<file path="src/rtl/erx_mailbox.sv">
// rtl/erx_mailbox.sv - RX mailbox stage: diverts chip-ID mailbox writes into a FWFT FIFO, passes the rest through
//
// Purpose:
//    Sits directly after the address remap stage. Writes that target the
//    chip-ID mailbox address are captured into a first-word-fall-through FIFO
//    for the host; every other packet is forwarded one cycle later to the RX
//    AXI master. Fill level and sticky overflow/drop status are exported.
//
// Configuration macro:
//    ERX_MAILBOX_WIDE_EN - entries hold {srcaddr, data} (64 bits) instead of
//                          data only (32 bits). Hit/handshake/status identical.
//
// Ports:
//    clk               in   core clock, all state on posedge
//    reset             in   synchronous, active-high
//    emesh_access_in   in   packet valid from remap stage
//    emesh_packet_in   in   packet from remap stage
//    emesh_access_out  out  pass-through valid (hits removed)
//    emesh_packet_out  out  pass-through packet (free-running register)
//    mailbox_rd        in   pop FIFO head, one word per cycle
//    mailbox_data      out  FIFO head (combinational from array)
//    mailbox_empty     out  FIFO empty
//    mailbox_full      out  FIFO holds DEPTH words
//    mailbox_count     out  occupancy
//    mailbox_ovf       out  sticky: a hit was dropped
//    mailbox_drops     out  dropped-hit counter, saturating
//    mailbox_ovf_clr   in   clears mailbox_ovf and mailbox_drops

module erx_mailbox #(
   parameter int          PW        = 104,
   parameter logic [11:0] ID        = 12'h808,
   parameter logic [19:0] MB_OFFSET = 20'hF0320,
   parameter int          DEPTH     = 16,
   localparam int         AW        = $clog2(DEPTH),
   localparam int         CW        = AW + 1,
`ifdef ERX_MAILBOX_WIDE_EN
   localparam int         MW        = 64
`else
   localparam int         MW        = 32
`endif
) (
   input  logic          clk,
   input  logic          reset,
   input  logic          emesh_access_in,
   input  logic [PW-1:0] emesh_packet_in,
   output logic          emesh_access_out,
   output logic [PW-1:0] emesh_packet_out,
   input  logic          mailbox_rd,
   output logic [MW-1:0] mailbox_data,
   output logic          mailbox_empty,
   output logic          mailbox_full,
   output logic [CW-1:0] mailbox_count,
   output logic          mailbox_ovf,
   output logic [7:0]    mailbox_drops,
   input  logic          mailbox_ovf_clr
);

   logic [MW-1:0] mem [DEPTH];

   logic [AW-1:0] wr_ptr_q, wr_ptr_d;
   logic [AW-1:0] rd_ptr_q, rd_ptr_d;
   logic [CW-1:0] count_q,  count_d;
   logic          ovf_q,    ovf_d;
   logic [7:0]    drops_q,  drops_d;
   logic          access_q;
   logic [PW-1:0] packet_q;

   logic          hit, pop, push, drop;
   logic [MW-1:0] wr_word;

   assign hit = emesh_access_in & emesh_packet_in[0]
              & (emesh_packet_in[39:28] == ID)
              & (emesh_packet_in[27:8]  == MB_OFFSET);

`ifdef ERX_MAILBOX_WIDE_EN
   assign wr_word = {emesh_packet_in[103:72], emesh_packet_in[71:40]};
`else
   assign wr_word = emesh_packet_in[71:40];
`endif

   assign mailbox_empty = (count_q == '0);
   assign mailbox_full  = (count_q == CW'(DEPTH));

   // A pop in the same cycle frees the slot, so a hit on a full FIFO still lands.
   assign pop  = mailbox_rd & ~mailbox_empty;
   assign push = hit & (~mailbox_full | pop);
   assign drop = hit & mailbox_full & ~pop;

   always_comb begin
      wr_ptr_d = wr_ptr_q;
      rd_ptr_d = rd_ptr_q;
      count_d  = count_q;
      ovf_d    = ovf_q;
      drops_d  = drops_q;

      if (push) wr_ptr_d = wr_ptr_q + AW'(1);
      if (pop)  rd_ptr_d = rd_ptr_q + AW'(1);

      case ({push, pop})
         2'b10:   count_d = count_q + CW'(1);
         2'b01:   count_d = count_q - CW'(1);
         default: count_d = count_q;
      endcase

      // Clear takes priority over a coincident drop.
      if (mailbox_ovf_clr) begin
         ovf_d   = 1'b0;
         drops_d = 8'h00;
      end else if (drop) begin
         ovf_d = 1'b1;
         if (drops_q != 8'hFF) drops_d = drops_q + 8'h01;
      end
   end

   always_ff @(posedge clk) begin
      if (reset) begin
         wr_ptr_q <= '0;
         rd_ptr_q <= '0;
         count_q  <= '0;
         ovf_q    <= 1'b0;
         drops_q  <= 8'h00;
         access_q <= 1'b0;
         packet_q <= '0;
      end else begin
         wr_ptr_q <= wr_ptr_d;
         rd_ptr_q <= rd_ptr_d;
         count_q  <= count_d;
         ovf_q    <= ovf_d;
         drops_q  <= drops_d;
         access_q <= emesh_access_in & ~hit;
         packet_q <= emesh_packet_in;
      end
   end

   // Storage is deliberately not reset; gate writes during reset so an
   // in-flight hit cannot land.
   always_ff @(posedge clk) begin
      if (push && !reset) mem[wr_ptr_q] <= wr_word;
   end

   assign mailbox_data     = mem[rd_ptr_q];
   assign mailbox_count    = count_q;
   assign mailbox_ovf      = ovf_q;
   assign mailbox_drops    = drops_q;
   assign emesh_access_out = access_q;
   assign emesh_packet_out = packet_q;

endmodule

</file>
<file path="config.mk">
export PLATFORM = sky130hd
export DESIGN_NAME = erx_mailbox
export DESIGN_NICKNAME = d
export VERILOG_FILES = /design/src/rtl/erx_mailbox.sv
export SDC_FILE = /design/constraint.sdc
export NUM_CORES = 1
export LEC_CHECK = 0
export BUFFER_PORTS_ARGS = -buffer_cell sky130_fd_sc_hd__clkbuf_2
export CAP_MARGIN = 20
export CORE_MARGIN = 10
export CORE_UTILIZATION = 52
export CTS_CLUSTER_DIAMETER = 60
export DETAILED_ROUTE_END_ITERATION = 7
export PLACE_DENSITY = 0.72
export REMOVE_ABC_BUFFERS = 1
export SETUP_SLACK_MARGIN = 0.02
export SLEW_MARGIN = 15
export SYNTH_ARGS = -nofsm -noshare
export SYNTH_HDL_FRONTEND = slang
export SYNTH_SLANG_ARGS = --single-unit
</file>
<file path="constraint.sdc">
create_clock -name clk -period 9.6 [get_ports clk]
set_clock_uncertainty 0.05 [all_clocks]
set_input_delay 1.92 -clock clk [delete_from_list [all_inputs] [get_ports clk]]
set_output_delay 1.92 -clock clk [all_outputs]
set_load 0.05 [all_outputs]
</file>
---- Yosys cells after proc, flatten, opt, wreduce, memory -nomap -nowiden ----
Memory sizes are Yosys's and may differ from the RTL's. A register that Yosys moved wholly into a read port is not among the register bits.
Cells that the tools add are included.
word-level totals
  register bits after elaboration ......... 127
  latch bits .............................. 0
  memory bits (writable) .................. 512
  memory bits (read-only) ................. 0
  input port bits ......................... 109
  memories kept ........................... 1
cells by class
  add/subtract/negate cells ............... 5
  multipliers ............................. 0
  div/mod/pow operators ................... 0
  $lt $le $gt $ge ......................... 0
  equal/unequal tests ..................... 6
  shifts and indexed selects .............. 0
  mux-type cells .......................... 5
  bitwise operators ....................... 13
  reduce and logical (&&, ||, !) cells .... 6
memories
  name  depth  bits a word  read ports  clocked after Yosys merged registers in  wr ports  line  source
  mem   16     32           1           1                                        1         58    logic [MW-1:0] mem [DEPTH];
operator list
  cell                                                                   count
  20-bit equality test, second input constant                            1
  12-bit equality test, second input constant                            1
  5-bit case mux with 2 select lines                                     1
  4-bit by 1-bit adder with 4-bit output, second input constant          2
  8-bit by 1-bit adder with 8-bit output, second input constant          1
  1-bit AND                                                              8
  4-bit two-way mux                                                      2
  8-bit != test, second input constant                                   1
  5-bit by 1-bit adder with 5-bit output, second input constant          1
  5-bit equality test, second input constant                             1
  5-bit logical NOT                                                      1
  5-bit by 1-bit subtractor with 5-bit output, second input constant     1
  1-bit inverter                                                         4
  2-bit by 1-bit equality test with 1-bit output, second input constant  1
  2-bit equality test, second input constant                             1
  1-bit two-way mux                                                      2
  2-bit AND reduction                                                    1
  2-bit nonzero test                                                     1
  2-bit OR reduction                                                     1
  1-bit logical AND                                                      1
  1-bit logical NOT                                                      1
  1-bit bitwise OR                                                       1

---- Depth between registers and ports, before layout ----
Gate-level depths: netlist (run 1).
  word-level depth ........................ 8
  gate-level depth with buffers ........... 11

---- Worst setup path before layout (run 1) ----
No wires, ideal clock.
  kind .................................... in2reg
  start point ............................. input emesh_packet_in[10]
  end point ............................... memory mem[3][0] (enable)
  setup time .............................. 0.421 ns
  data arrival time ....................... 4.487 ns
  required time ........................... 9.129 ns
  slack ................................... 4.642 ns
  cell stages on the path ................. 5
  path buffers ............................ 0
  cell sequence ........................... nor4b_2 nand4_2 nor4_4 nand2_1 nor2_1
on the way
  word-level cells in the longest chain between the ends .. 6
ends and longest elaborated chain
  item                                     line  source
  from (decl)                              45    input logic [PW-1:0] emesh_packet_in,
  20-bit equality test                     73    & (emesh_packet_in[27:8] == MB_OFFSET);
  1-bit AND                                73
  1-bit AND                                86    assign push = hit & (~mailbox_full | pop);
  1-bit logical AND                        138   if (push && !reset) mem[wr_ptr_q] <= wr_word;
  1-bit two-way mux                        138
  1-bit two-way mux (implied by the code)  138
  to (decl)                                58
Every way passes these cells.

==> summary.txt, run 1 <==
Setup bufs post-CTS = 0
Slew Limit Headroom = 0.3394
Final hold viol count = 0
Starting density of the core = 0.5286
Met2 WL = 25,540 um
Average wire per standard cell = 25.40 um
Clock sinks = 643
Critical path type = flop to primary output
Routability-driven placement congestion ratio = 0.8051
Final setup vio count = 0
Lkg Pwr = 9.475 nW
Post-cts sizing count = 0
DRC Markers = 0
CP Capture Type = primary output
DRT Pass-1 Iters = 5
Largest net degree at the start of global routing = 66
Hold Path Origin = rd_ptr_q[3]$_SDFFE_PP0N_
Slew @ Worst Pin = 0.9909 ns
Io pins = 262
CTS tree = done
Initial DRC count = 1,112
CTS Buffer Depth = 3
Worst-path clk slew = 0.06 ns
Top routing layer in use = met5
Post-synth EDFFs = 512
Ys flop type = edfxtp_1
Antenna violations before repair = 2
M1 WL = 21,140 um
Setup_tns = 0 ns
Post-synthesis cell area = 23,480 um^2
Post-synthesis cell count = 1,103
Synth cell count leaders = edfxtp_1, mux4_2, dfxtp_1
RSZ-0062 raised after global routing = no
Most common cell in the synthesized netlist = edfxtp_1
Fraction of layout cells with a size suffix above 1 = 0.3952
CTS Buf Count = 67
CP startpoint kind = flop
Synth cell types = 46
Root Driver = clkbuf_16
Vias per Instance = 5.655
H-tree lvl count = 3
Final period utilization = 0.5973
Final Max Slew Viols = 0
Met3 Routed Length = 4495 um
Total power divided by cell area = 229.4 nW/um^2
Final wirelength = 52,140 um
Layout area overhead = 19.43%
Synth warn = 0
Post-synthesis register bit count = 643
Status = complete, no violations
Core area = 44,410 um^2
Vias in the first global route = 12,280
Fin worst setup slack = 3.866 ns
Critical Path AT = 3.76 ns
Total track usage = 0.1959
Ys async rst share = 0
Final nets = 1,528
Mean Syn Cell Area = 21.29 um^2
Worst Path Required = 7.63 ns
Register area share after synthesis = 0.7666
Die area = 54,050 um^2
Largest area contributor in the netlist = edfxtp_1
CTS Hold Bufs = 0
Rows = 77
Peak fanout along the critical path = 65
Fin crit period = 5.734 ns
Dpl ws = 4.191 ns
R2R Path Start = mailbox_count[0]$_SDFFE_PP0P_
Max Freq = 0.1744 GHz
Clk_lat worst skew = 0.58 ns
Hold crit path type = flop to flop
First-pass GRT wire length = 78,760 um
Synth top area share = 0.6549
Grt ovf = 0
Die height = 232.5 um
Number of port buffers = 261
Detail Placement HPWL = 31,530 um
Die X = 232.5 um
Vias = 11,610
DRT antenna net count = 0
Max-Cap Viols = 0
Ranking of synthesized cells by area = edfxtp_1, mux4_2, dfxtp_1
Worst vdd ir = 0.0001897 V
-- cells by family after synthesis --
group	synth area share
simple gates	0.05223
mux	0.1571
buf+inv	0.009806
xor+xnor	0.005223
flops	0.7666
compound gates	0.003464
fa+ha+maj	0.005649
-- registers in the layout, summed over array words and instances, names as in the netlist, named ones only --
signal / cells
mailbox_ovf: 1
mailbox_drops: 8
mem: 512
wr_ptr_q: 4
emesh_packet_out: 104
mailbox_count: 5
emesh_access_out: 1
rd_ptr_q: 4
-- cell usage in the layout, fill, tap and decap left out, types with 3 or more instances in the layout --
cell type     n
nand3_1       8
clkinvlp_4    3
nor2b_1     105
edfxtp_1    512
a21oi_1       5
mux2i_1       5
nor2_4       16
clkinv_1     12
mux4_2      160
dfxtp_1     127
nand2_1      11
buf_4        16
xor2_1        9
buf_12        5
clkbuf_1     13
ha_1          9
nor4b_2       3
clkinv_2      6
nand4_1       3
buf_16        5
and3_1        3
xnor2_1       5
bufinv_16     7
nor2_1       26
clkbuf_2    260
clkbuf_16    71
inv_1         7
-- final timing paths --
path                                        endpoint  slack (ns)  cells past startpoint
worst max register to register  mem[9][16]$_DFFE_PP_        6.46                      6
worst max-delay path                mailbox_data[25]        3.87                      4
worst min register to register                  flop        0.44                      2
worst min-delay path                            flop        0.44                      2
-- routing by layer --
metal,global-route usage,vias to the layer above
li1,-,5043
met1,0.2611,5986
met2,0.3107,502
met3,0.05902,77
met4,0.05255,2
met5,0,-
-- power breakdown --
part           total [mW]  internal, mW  switching (mW)
Combinational       0.772         0.321           0.452
Sequential           3.07          3.03          0.0380
Clock                2.59          1.56            1.03
Total                6.43          4.91            1.52
-- layout make-up --
class / instances / area (um^2)
tap: 592 / 740.7
clock inverter: 34 / 365.4
antenna: 1 / 2.502
inverter: 7 / 26.28
clock buffer: 86 / 1853
fill: 3028 / 16370
sequential: 643 / 18010
multi-input combinational: 403 / 5370
timing repair buffer: 287 / 1674
-- critical path, stage by stage, from the launching register on --
cell	delay (ns)
dfxtp_4	0.95
buf_4	0.87
mux4_2	0.48
mux4_2	0.51
clkbuf_2	0.26
-- stage by stage --
step	area (um^2)	power, mW	utilization	hold slack [ns]	std cells
after CTS	28010	6.495	0.6306	0.4431	2051
final	28040	6.433	0.6313	0.4412	2053
after global placement	25570	3.905	0.5756	0.4040	1921
after detailed placement	25790	3.912	0.5807	0.4151	1931
after floorplan	23270	3.768	-	0.4016	1053
after global routing	28040	6.648	0.6313	0.4746	2052
No activity file was read; power rests on OpenSTA's default activity.
==> inputs of run 2 (changes only) <==
--- a/config.mk
+++ b/config.mk
@@ -11,7 +11,7 @@
 export CORE_UTILIZATION = 52
 export CTS_CLUSTER_DIAMETER = 60
 export DETAILED_ROUTE_END_ITERATION = 7
-export PLACE_DENSITY = 0.72
+export PLACE_DENSITY = 0.75
 export REMOVE_ABC_BUFFERS = 1
 export SETUP_SLACK_MARGIN = 0.02
 export SLEW_MARGIN = 15
==> constraint.sdc (replaced) <==
create_clock -name clk -period 4.96 [get_ports clk]
set_clock_uncertainty 0.05 [all_clocks]
set_input_delay 0.992 -clock clk [delete_from_list [all_inputs] [get_ports clk]]
set_output_delay 0.992 -clock clk [all_outputs]
set_load 0.05 [all_outputs]
==> run 2 against run 1 <==
Clock power increased by 91%. Critical endpoint is now mailbox_data[27]. Register-to-register slack got worse by 4.4 ns. Sequential share of layout area increased by 0.24 points. Non-clock buffer count unchanged. Largest cell class unchanged.
==> summary.txt, run 2 (synthesis gave the netlist of run 1 again) <==
Status = complete, no violations (unchanged)
Grt ovf = 0 (unchanged)
Final period utilization = 0.8391
Rows = 77 (unchanged)
Total power divided by cell area = 447.4 nW/um^2 (was 229.4 nW/um^2)
Antenna violations before repair = 4 (was 2)
Fin worst setup slack = 0.7981 ns (was 3.866 ns)
Routability-driven placement congestion ratio = 0.9163 (was 0.8051)
Final nets = 1,530 (was 1,528)
Layout area overhead = 19.00% (was 19.43%)
Clock sinks = 643 (unchanged)
Worst vdd ir = 0.0003279 V (was 0.0001897 V)
Dpl ws = 0.7139 ns (was 4.191 ns)
DRT Pass-1 Iters = 5 (unchanged)
CP startpoint kind = flop (unchanged)
Final wirelength = 56,900 um (was 52,140 um)
Largest Register = mem (unchanged)
Vias per Instance = 5.740 (was 5.655)
DRC Markers = 0 (unchanged)
Max Freq = 0.2403 GHz
Clk_lat worst skew = 0.58 ns (about the same)
Io pins = 262 (unchanged)
Starting density of the core = 0.5286 (unchanged)
Vias = 11,810 (was 11,610)
Filler cells = 3,054 (was 3,028)
Lkg Pwr = 9.435 nW (was 9.475 nW)
Worst-path clk slew = 0.06 ns (about the same)
Critical Path AT = 3.12 ns (was 3.76 ns)
CTS Hold Bufs = 0 (unchanged)
Die area = 54,050 um^2 (unchanged)
Slew @ Worst Pin = 1.110 ns (was 0.9909 ns)
Critical path type = flop to primary output (unchanged)
Setup bufs post-CTS = 0 (unchanged)
Peak fanout along the critical path = 46 (was 65)
Post-cts sizing count = 0 (unchanged)
Met1 GRT Util = 0.2679 (was 0.2611)
Final hold viol count = 0 (unchanged)
Slew Limit Headroom = 0.2601 (was 0.3394)
Setup_tns = 0 ns (unchanged)
CTS tree = done (unchanged)
Fin util = 0.6291 (was 0.6313)
Root Driver = clkbuf_16 (unchanged)
M2 GR Usage = 0.3332 (was 0.3107)
Most frequent cells in the layout = edfxtp_1, clkbuf_2, mux4_2 (unchanged)
Hold path depth = 2 (unchanged)
Initial DRC count = 1,145 (was 1,112)
H-tree lvl count = 3 (unchanged)
Met3 Use GR = 0.07204 (was 0.05902)
Commonest non-fill, non-tap cell in the layout = edfxtp_1 (unchanged)
Number of port buffers = 261 (unchanged)
CTS Buf Count = 69 (was 67)
Total track usage = 0.2132 (was 0.1959)
RSZ-0062 raised after global routing = no (unchanged)
Fin crit period = 4.162 ns
Max-Cap Viols = 0 (unchanged)
Largest net degree at the start of global routing = 67 (was 66)
CTS Buffer Depth = 3 (unchanged)
Die height = 232.5 um (unchanged)
Hold crit path type = flop to flop (unchanged)
DRT antenna net count = 0 (unchanged)
Max FFs per register = 512 (unchanged)
Vias in the first global route = 12,630 (was 12,280)
Final Max Slew Viols = 0 (unchanged)
CP Capture Type = primary output (unchanged)
Worst Path Required = 3.92 ns (was 7.63 ns)
GRT busiest layer = met2 (unchanged)
Average wire per standard cell = 27.66 um (was 25.40 um)
Detail Placement HPWL = 35,930 um (was 31,530 um)
Die X = 232.5 um (unchanged)
Final setup vio count = 0 (unchanged)
Fraction of layout cells with a size suffix above 1 = 0.3949 (was 0.3952)
Core area = 44,410 um^2 (unchanged)
Fin Hold WS = 0.4313 ns (was 0.4412 ns)
First-pass GRT wire length = 84,170 um (was 78,760 um)
R2R depth = 6 (unchanged)
## run 2: layer usage
layer,vias up,routed length [um]
li1,5035,-
met1,6063,21110
met4,0,2006
met2,601,27650
met5,-,0
met3,109,6135
## run 2: worst max-delay path, stage by stage, from the launching register on
cell	delay, ns
dfxtp_4	0.66
buf_12	0.38
mux4_2	0.64
mux4_2	0.52
clkbuf_2	0.26
## run 2: area by class of cell
| class | instances | area (um^2) | area share |
|---|---|---|---|
| Antenna cell | 4 | 10.01 | 0.0003583 |
| Timing Repair Buffer | 287 | 1617 | 0.05786 |
| Sequential cell | 643 | 18010 | 0.6446 |
| Clock buffer | 86 | 1856 | 0.06641 |
| Clock inverter | 35 | 310.3 | 0.01111 |
| Multi-Input combinational cell | 403 | 5370 | 0.1922 |
| Tap cell | 592 | 740.7 | 0.02651 |
| Inverter | 7 | 26.28 | 0.0009404 |
## run 2: path summary, 6_finish.rpt
kind | from | to | slack (ns)
worst max-delay path | flop | mailbox_data[27] | 0.80
worst min-delay path | rd_ptr_q[3]$_SDFFE_PP0N_ | flop | 0.43
worst min register to register | rd_ptr_q[3]$_SDFFE_PP0N_ | flop | 0.43
worst max register to register | mailbox_count[0]$_SDFFE_PP0P_ | mem[11][14]$_DFFE_PP_ | 2.05
## run 2: report_power, final
part / internal [mW] / switching (mW) / leakage [nW]
sequential: 5.87 / 0.0661 / 5.69
combinational: 0.628 / 0.992 / 2.69
clock: 2.91 / 2.03 / 1.06
total: 9.41 / 3.09 / 9.44
## run 2: through the flow
step / area, um^2 / instances / total power, mW
global route: 27930 / 2053 / 12.89
finish: 27940 / 2057 / 12.50
CTS: 27930 / 2053 / 12.63
detailed placement: 25760 / 1932 / 7.694
floorplan: 23270 / 1053 / 7.292
global placement: 25760 / 1932 / 7.678
